$ cat config.mk
export PLATFORM = sky130hd
export DESIGN_NAME = prf_wb_arbiter
export DESIGN_NICKNAME = d
export VERILOG_FILES = /design/src/rtl/prf_wb_pkg.sv /design/src/rtl/prf_wb_fifo.sv /design/src/rtl/prf_wb_arbiter.sv
export SDC_FILE = /design/constraint.sdc
export NUM_CORES = 1
export LEC_CHECK = 0
export CAP_MARGIN = 25
export CORE_ASPECT_RATIO = 0.75
export CORE_MARGIN = 3
export CORE_UTILIZATION = 40
export CTS_CLUSTER_SIZE = 14
export DETAILED_ROUTE_END_ITERATION = 12
export GPL_TIMING_DRIVEN = 0
export PLACE_DENSITY_LB_ADDON = 0.08
export SYNTH_ARGS = -nofsm -noshare
export SYNTH_HDL_FRONTEND = slang
export SYNTH_SLANG_ARGS = --single-unit
$ cat constraint.sdc
create_clock -name clk_i -period 5.7 [get_ports clk_i]
set_clock_uncertainty 0.15 [all_clocks]
set_input_delay 1.14 -clock clk_i [delete_from_list [all_inputs] [get_ports clk_i]]
set_output_delay 1.14 -clock clk_i [all_outputs]
set_load 0.01 [all_outputs]
$ cat src/rtl/prf_wb_pkg.sv
// prf_wb_pkg: shared types and helpers for the PRF writeback arbiter.
//   NREGS/XLEN/PREG_W : physical register file geometry
//   wb_req_t          : one completed result {paddr, data}
//   rr_pick()         : round-robin search returning {any, one-hot grant, index}
package prf_wb_pkg;

    localparam int NREGS  = 128;
    localparam int XLEN   = 32;
    localparam int PREG_W = $clog2(NREGS);

    // rr_pick works on a fixed-width request vector; callers zero-extend.
    localparam int NSRC_MAX  = 16;
    localparam int IDX_MAX_W = 4;

    typedef struct packed {
        logic [PREG_W-1:0] paddr;
        logic [XLEN-1:0]   data;
    } wb_req_t;

    typedef struct packed {
        logic                 any;
        logic [NSRC_MAX-1:0]  gnt;
        logic [IDX_MAX_W-1:0] idx;
    } rr_pick_t;

    // First requester at or after ptr, wrapping modulo n (n <= NSRC_MAX).
    function automatic rr_pick_t rr_pick(input logic [NSRC_MAX-1:0] req,
                                         input int unsigned ptr,
                                         input int unsigned n);
        rr_pick_t    r;
        int unsigned k;
        r = '0;
        for (int unsigned i = 0; i < NSRC_MAX; i++) begin
            k = ptr + i;
            if (k >= n) k = k - n;
            if (i < n && !r.any && req[k[IDX_MAX_W-1:0]]) begin
                r.any                    = 1'b1;
                r.gnt[k[IDX_MAX_W-1:0]]  = 1'b1;
                r.idx                    = k[IDX_MAX_W-1:0];
            end
        end
        return r;
    endfunction

endpackage

$ cat src/rtl/prf_wb_fifo.sv
// prf_wb_fifo: single-source result buffer of wb_req_t entries.
//   clk_i, rst_i (async, active-high), flush_i (sync clear)
//   push_i/din_i : enqueue (ignored when full or flushing)
//   pop_i        : dequeue head (ignored when empty)
//   head_o       : current head entry
//   empty_o      : no entries held
//   not_full_o   : registered, so upstream ready never sees same-cycle pops
module prf_wb_fifo
    import prf_wb_pkg::*;
#(
    parameter int DEPTH = 2
) (
    input  logic    clk_i,
    input  logic    rst_i,
    input  logic    flush_i,
    input  logic    push_i,
    input  logic    pop_i,
    input  wb_req_t din_i,
    output wb_req_t head_o,
    output logic    empty_o,
    output logic    not_full_o
);

    localparam int PW = $clog2(DEPTH);
    localparam int CW = PW + 1;

    wb_req_t         r_mem [DEPTH];
    logic [PW-1:0]   r_wptr, r_rptr;
    logic [CW-1:0]   r_cnt, w_cnt_nxt;
    logic            r_not_full;
    logic            w_push, w_pop;

    assign w_push    = push_i & r_not_full;
    assign w_pop     = pop_i & (r_cnt != '0);
    assign w_cnt_nxt = r_cnt + CW'(w_push) - CW'(w_pop);

    always_ff @(posedge clk_i or posedge rst_i) begin
        if (rst_i) begin
            r_wptr     <= '0;
            r_rptr     <= '0;
            r_cnt      <= '0;
            r_not_full <= 1'b1;
        end else if (flush_i) begin
            r_wptr     <= '0;
            r_rptr     <= '0;
            r_cnt      <= '0;
            r_not_full <= 1'b1;
        end else begin
            // DEPTH is a power of two, so pointers wrap naturally.
            if (w_push) r_wptr <= r_wptr + PW'(1);
            if (w_pop)  r_rptr <= r_rptr + PW'(1);
            r_cnt      <= w_cnt_nxt;
            r_not_full <= (w_cnt_nxt < CW'(DEPTH));
        end
    end

    always_ff @(posedge clk_i) begin
        if (w_push && !flush_i) r_mem[r_wptr] <= din_i;
    end

    assign head_o     = r_mem[r_rptr];
    assign empty_o    = (r_cnt == '0);
    assign not_full_o = r_not_full;

endmodule

$ cat src/rtl/prf_wb_arbiter.sv
// prf_wb_arbiter: round-robin writeback arbiter for the PRF single write port.
// Build option: WB_ARB_BUF_EN
//   defined   -> per-source FIFOs (prf_wb_fifo), registered ready
//   undefined -> arbitration directly on src_valid_i, ready = combinational grant
// Ports:
//   clk_i, rst_i (async, active-high), flush_i (sync drop of pending results)
//   src_valid_i/src_paddr_i/src_data_i/src_ready_o : per-source result handshakes
//   wb_en_o/wb_addr_o/wb_data_o/wb_src_o           : registered write to the PRF
module prf_wb_arbiter
    import prf_wb_pkg::*;
#(
    parameter int NSRC      = 4,
    parameter int BUF_DEPTH = 2
) (
    input  logic                         clk_i,
    input  logic                         rst_i,
    input  logic                         flush_i,
    input  logic [NSRC-1:0]              src_valid_i,
    input  logic [NSRC-1:0][PREG_W-1:0]  src_paddr_i,
    input  logic [NSRC-1:0][XLEN-1:0]    src_data_i,
    output logic [NSRC-1:0]              src_ready_o,
    output logic                         wb_en_o,
    output logic [PREG_W-1:0]            wb_addr_o,
    output logic [XLEN-1:0]              wb_data_o,
    output logic [$clog2(NSRC)-1:0]      wb_src_o
);

    localparam int SRC_W = $clog2(NSRC);

    logic [NSRC-1:0]   w_req, w_gnt;
    wb_req_t           w_head [NSRC];
    wb_req_t           w_sel;
    rr_pick_t          w_pick, w_unused_pick;
    logic [SRC_W-1:0]  w_idx, w_rr_nxt;

    logic              r_wb_en;
    logic [PREG_W-1:0] r_wb_addr;
    logic [XLEN-1:0]   r_wb_data;
    logic [SRC_W-1:0]  r_wb_src;
    logic [SRC_W-1:0]  r_rr;

`ifdef WB_ARB_BUF_EN
    logic [NSRC-1:0] w_not_full, w_empty;

    for (genvar k = 0; k < NSRC; k++) begin : g_src
        prf_wb_fifo #(.DEPTH(BUF_DEPTH)) u_fifo (
            .clk_i      (clk_i),
            .rst_i      (rst_i),
            .flush_i    (flush_i),
            .push_i     (src_valid_i[k] & w_not_full[k]),
            .pop_i      (w_gnt[k]),
            .din_i      ({src_paddr_i[k], src_data_i[k]}),
            .head_o     (w_head[k]),
            .empty_o    (w_empty[k]),
            .not_full_o (w_not_full[k])
        );
    end

    assign w_req       = ~w_empty;
    assign src_ready_o = w_not_full;
`else
    logic w_unused_depth;

    for (genvar k = 0; k < NSRC; k++) begin : g_src
        assign w_head[k] = {src_paddr_i[k], src_data_i[k]};
    end

    assign w_req          = src_valid_i;
    // Nothing is accepted during flush, so no result is silently lost.
    assign src_ready_o    = flush_i ? '0 : w_gnt;
    assign w_unused_depth = (BUF_DEPTH != 0);
`endif

    assign w_pick        = rr_pick(NSRC_MAX'(w_req), 32'(r_rr), NSRC);
    assign w_unused_pick = w_pick;
    assign w_gnt         = w_pick.gnt[NSRC-1:0];
    assign w_idx         = w_pick.idx[SRC_W-1:0];
    assign w_sel         = w_head[w_idx];
    assign w_rr_nxt      = (w_idx == SRC_W'(NSRC - 1)) ? '0 : w_idx + SRC_W'(1);

    always_ff @(posedge clk_i or posedge rst_i) begin
        if (rst_i) begin
            r_wb_en   <= 1'b0;
            r_wb_addr <= '0;
            r_wb_data <= '0;
            r_wb_src  <= '0;
            r_rr      <= '0;
        end else if (flush_i) begin
            r_wb_en <= 1'b0;
            r_rr    <= '0;
        end else if (w_pick.any) begin
            r_rr <= w_rr_nxt;
            // p0 results are consumed but never written.
            if (w_sel.paddr != '0) begin
                r_wb_en   <= 1'b1;
                r_wb_addr <= w_sel.paddr;
                r_wb_data <= w_sel.data;
                r_wb_src  <= w_idx;
            end else begin
                r_wb_en <= 1'b0;
            end
        end else begin
            r_wb_en <= 1'b0;
        end
    end

    assign wb_en_o   = r_wb_en;
    assign wb_addr_o = r_wb_addr;
    assign wb_data_o = r_wb_data;
    assign wb_src_o  = r_wb_src;

endmodule

==> out/metrics.yaml <==
outcome: "finished clean"
synthesis.area_mm2: 0.00382
slew_viol_final: 0
synth_nets: 644
ir_worst_vdd_v: 0.000265
pre_cts_slack_ns: 0.261
vias: 4382
period_share_pct: 96.1
synth.largest_area_cell: "dfrtp_1"
max-slew-margin-rel_pct: 49.1
required_ns: 4.41
firstDrtPassIters: 5
diodes: 0
synth_seq_cells: 44
syn_avg_cell_area_um2: 8.08
synth_cell_types: 47
die_w_um: 119
final_area_mm2: 0.00623
synth_ff_type: "dfrtp_1"
hold_violations: 0
drt_iter0_markers: 275
reg2reg_to: "wb_src_o[0]"
num_io_pins: 209
yosys_warnings: 0
drive_gt1_share_pct: 10.3
cts_tree: "done"
cts_buffers: 5
drt-total-wl_mm: 14.4
final.setup.tns_ns: 0
place_area_mm2: 0.00608
synth.area.top_cells: "dfrtp_1, nand2_1, mux2_4"
area_growth_pct: 63.0
power_mw: 3.80
worst_pin_slew_ns: 0.762
post_cts_buffers: 0
initial_core_util_pct: 41.7
ant_nets: 0
synth.top_cell.area_share_pct: 28.8
routabilityCongestion: 0.856
grt.total_usage_pct: 25.7
path_class: "flop to primary output"
grt_pass1_wl_mm: 22.8
p_sw_mw: 1.77
setup_violations: 0
htree_levels: 2
syn_inst: 473
end_kind: "primary output"
core_mm2: 0.00916
clk_path_buf_depth: 2
holdPathStages: 1
hold_end: "wb_data_o[6]"
clockPowerShare_pct: 7.5
clock_sinks: 44
hpwl_mm: 11.5
comb_power_share_pct: 77.1
worst_slack_ns: 0.221
synthArstFlopShare_pct: 100
overflow: 0
cts.repair.resized: 1
power.leakage_nw: 2.71
rr_worst_depth: 14
power_density_mw_per_mm2: 610
antenna_found_initial: 0
crit_fanout: 14
r2r_slack_ns: 0.65
rsz0062_at_grt: "no"
die_y_um: 90.7
post-route-drc-count: 0
nets: 858
min_from: "wb_data_o[6]"
ys_seq_area_share_pct: 28.8
wl_per_cell_um: 17.7
clock-root-buffer: "clkbuf_16"
hold_buffers: 0
crit_path_start_kind: "flop"
portBuffers: 207
max_freq_mhz: 183
hp-class: "flop to flop"
clkSlewWorstSetupHoldPaths_ns: 0.06
grt_pass1_vias: 4469
fp.dieArea_mm2: 0.0108
power.internal_mw: 2.04
grt_max_degree: 24
viasPerCell: 5.37
synth_edf_count: 0
pwr-share-seq_pct: 15.4
fp-row-count: 30
switching_share_pct: 46.4
clk_latency_ns: 0.28
critPathArrivalTime_ns: 4.19
maxCapViolations: 0
reg2reg_from: "r_rr[0]"
final.min_clock_period_ns: 5.48
cell usage after synthesis (all sizes together) (7+ instances only):
| cell | n |
|---|---|
| a21oi | 11 |
| a22oi | 7 |
| a31oi | 36 |
| and3 | 35 |
| buf | 15 |
| clkbuf | 23 |
| dfrtp | 44 |
| ha | 8 |
| inv | 11 |
| mux2 | 43 |
| mux2i | 7 |
| nand2 | 142 |
| nand3 | 7 |
| nor2 | 20 |
| nor3 | 9 |
| nor4 | 7 |
| o22ai | 8 |
power by group through the flow:
stage                     Combinational (mW)  Clock (mW)  Sequential (mW)
after floorplan                         1.85           0            0.646
after global routing                    3.17       0.303            0.608
after global placement                  2.84           0            0.582
after detailed placement                2.89           0            0.588
after CTS                               2.91       0.287            0.587
final                                   2.93       0.284            0.587
flip-flops by register name, indices dropped and copies added (netlist names):
signal	count
wb_data_o	32
wb_addr_o	7
wb_en_o	1
r_rr	2
wb_src_o	2
critical path: stages, from the launching register on:
cell and delay (ns):
dfrtp_1 0.47, buf_6 0.20, inv_1 0.19, clkbuf_1 0.54, ha_1 0.42, and3_1 0.19
buf_6 0.14, or2_2 0.29, clkbuf_1 0.17, nor3_1 0.43, a221oi_1 0.14, nor2_1 0.14
clkdlybuf4s50_1 0.56
metal layers:
layer,global-route usage (%),routed length [um],up-vias
li1,-,-,2108
met1,33.8,6290,2047
met2,41.9,6550,203
met3,8.02,1360,24
met4,5.01,242,0
met5,0,0,-
cells by family after synthesis:
family / synth area share [%]
AND/OR/NAND/NOR: 27.4
AO/OA/AOI/OAI: 16.8
multiplexers: 17.8
buffers and inverters: 6.15
flip-flops: 28.8
adder cells (fa/ha/maj): 2.62
XOR/XNOR: 0.458
layout by cell type (no fill, tap or decap), drive strengths merged:
cell	n
clkbuf	30
nor2	20
or3	2
o311ai	1
o31a	1
ha	8
nand2	142
clkdlybuf4s50	207
nand2b	3
a21oi	11
nand3	7
nor4	7
or2	2
a22o	1
nor3	9
a211oi	5
and3	35
mux2	43
mux2i	7
o31ai	1
a21bo	1
buf	16
nand4	1
or4	1
a221oi	4
dfrtp	44
a22oi	7
inv	11
o22ai	8
a211o	1
nor3b	1
a41oi	1
a2111oi	4
a21boi	1
o2bb2ai	1
a31oi	36
o21ai	6
xnor2	2
stage by stage:
step           hold WS [ns]  utilization (%)  std cells
2_1_floorplan         0.397                -        473
3_3_place_gp          0.341             66.1        808
3_5_place_dp          0.343             66.4        809
4_1_cts               0.360             68.0        816
5_1_grt               0.374             68.0        816
6_report              0.359             68.0        816
final cells by class:
class / count / area [um2]
multi-input combinational: 380 / 2490
fill: 792 / 2930
buffer: 37 / 190
tap: 128 / 160
inverter: 11 / 41.3
timing repair buffer: 208 / 2100
clock buffer: 8 / 146
sequential: 44 / 1100
how the worst max path moves through the flow:
stage	from	to	slack [ns]	cells past startpoint
2_1_floorplan	r_rr[0]	src_ready_o[0]	1.43	12
3_3_place_gp	r_rr[0]	src_ready_o[2]	0.37	12
3_5_place_dp	r_rr[0]	src_ready_o[1]	0.26	13
4_1_cts	r_rr[0]	src_ready_o[1]	0.30	12
5_1_grt	r_rr[0]	src_ready_o[1]	0.03	12
6_report	r_rr[0]	src_ready_o[1]	0.22	12
(Power assumes the default switching activity.)
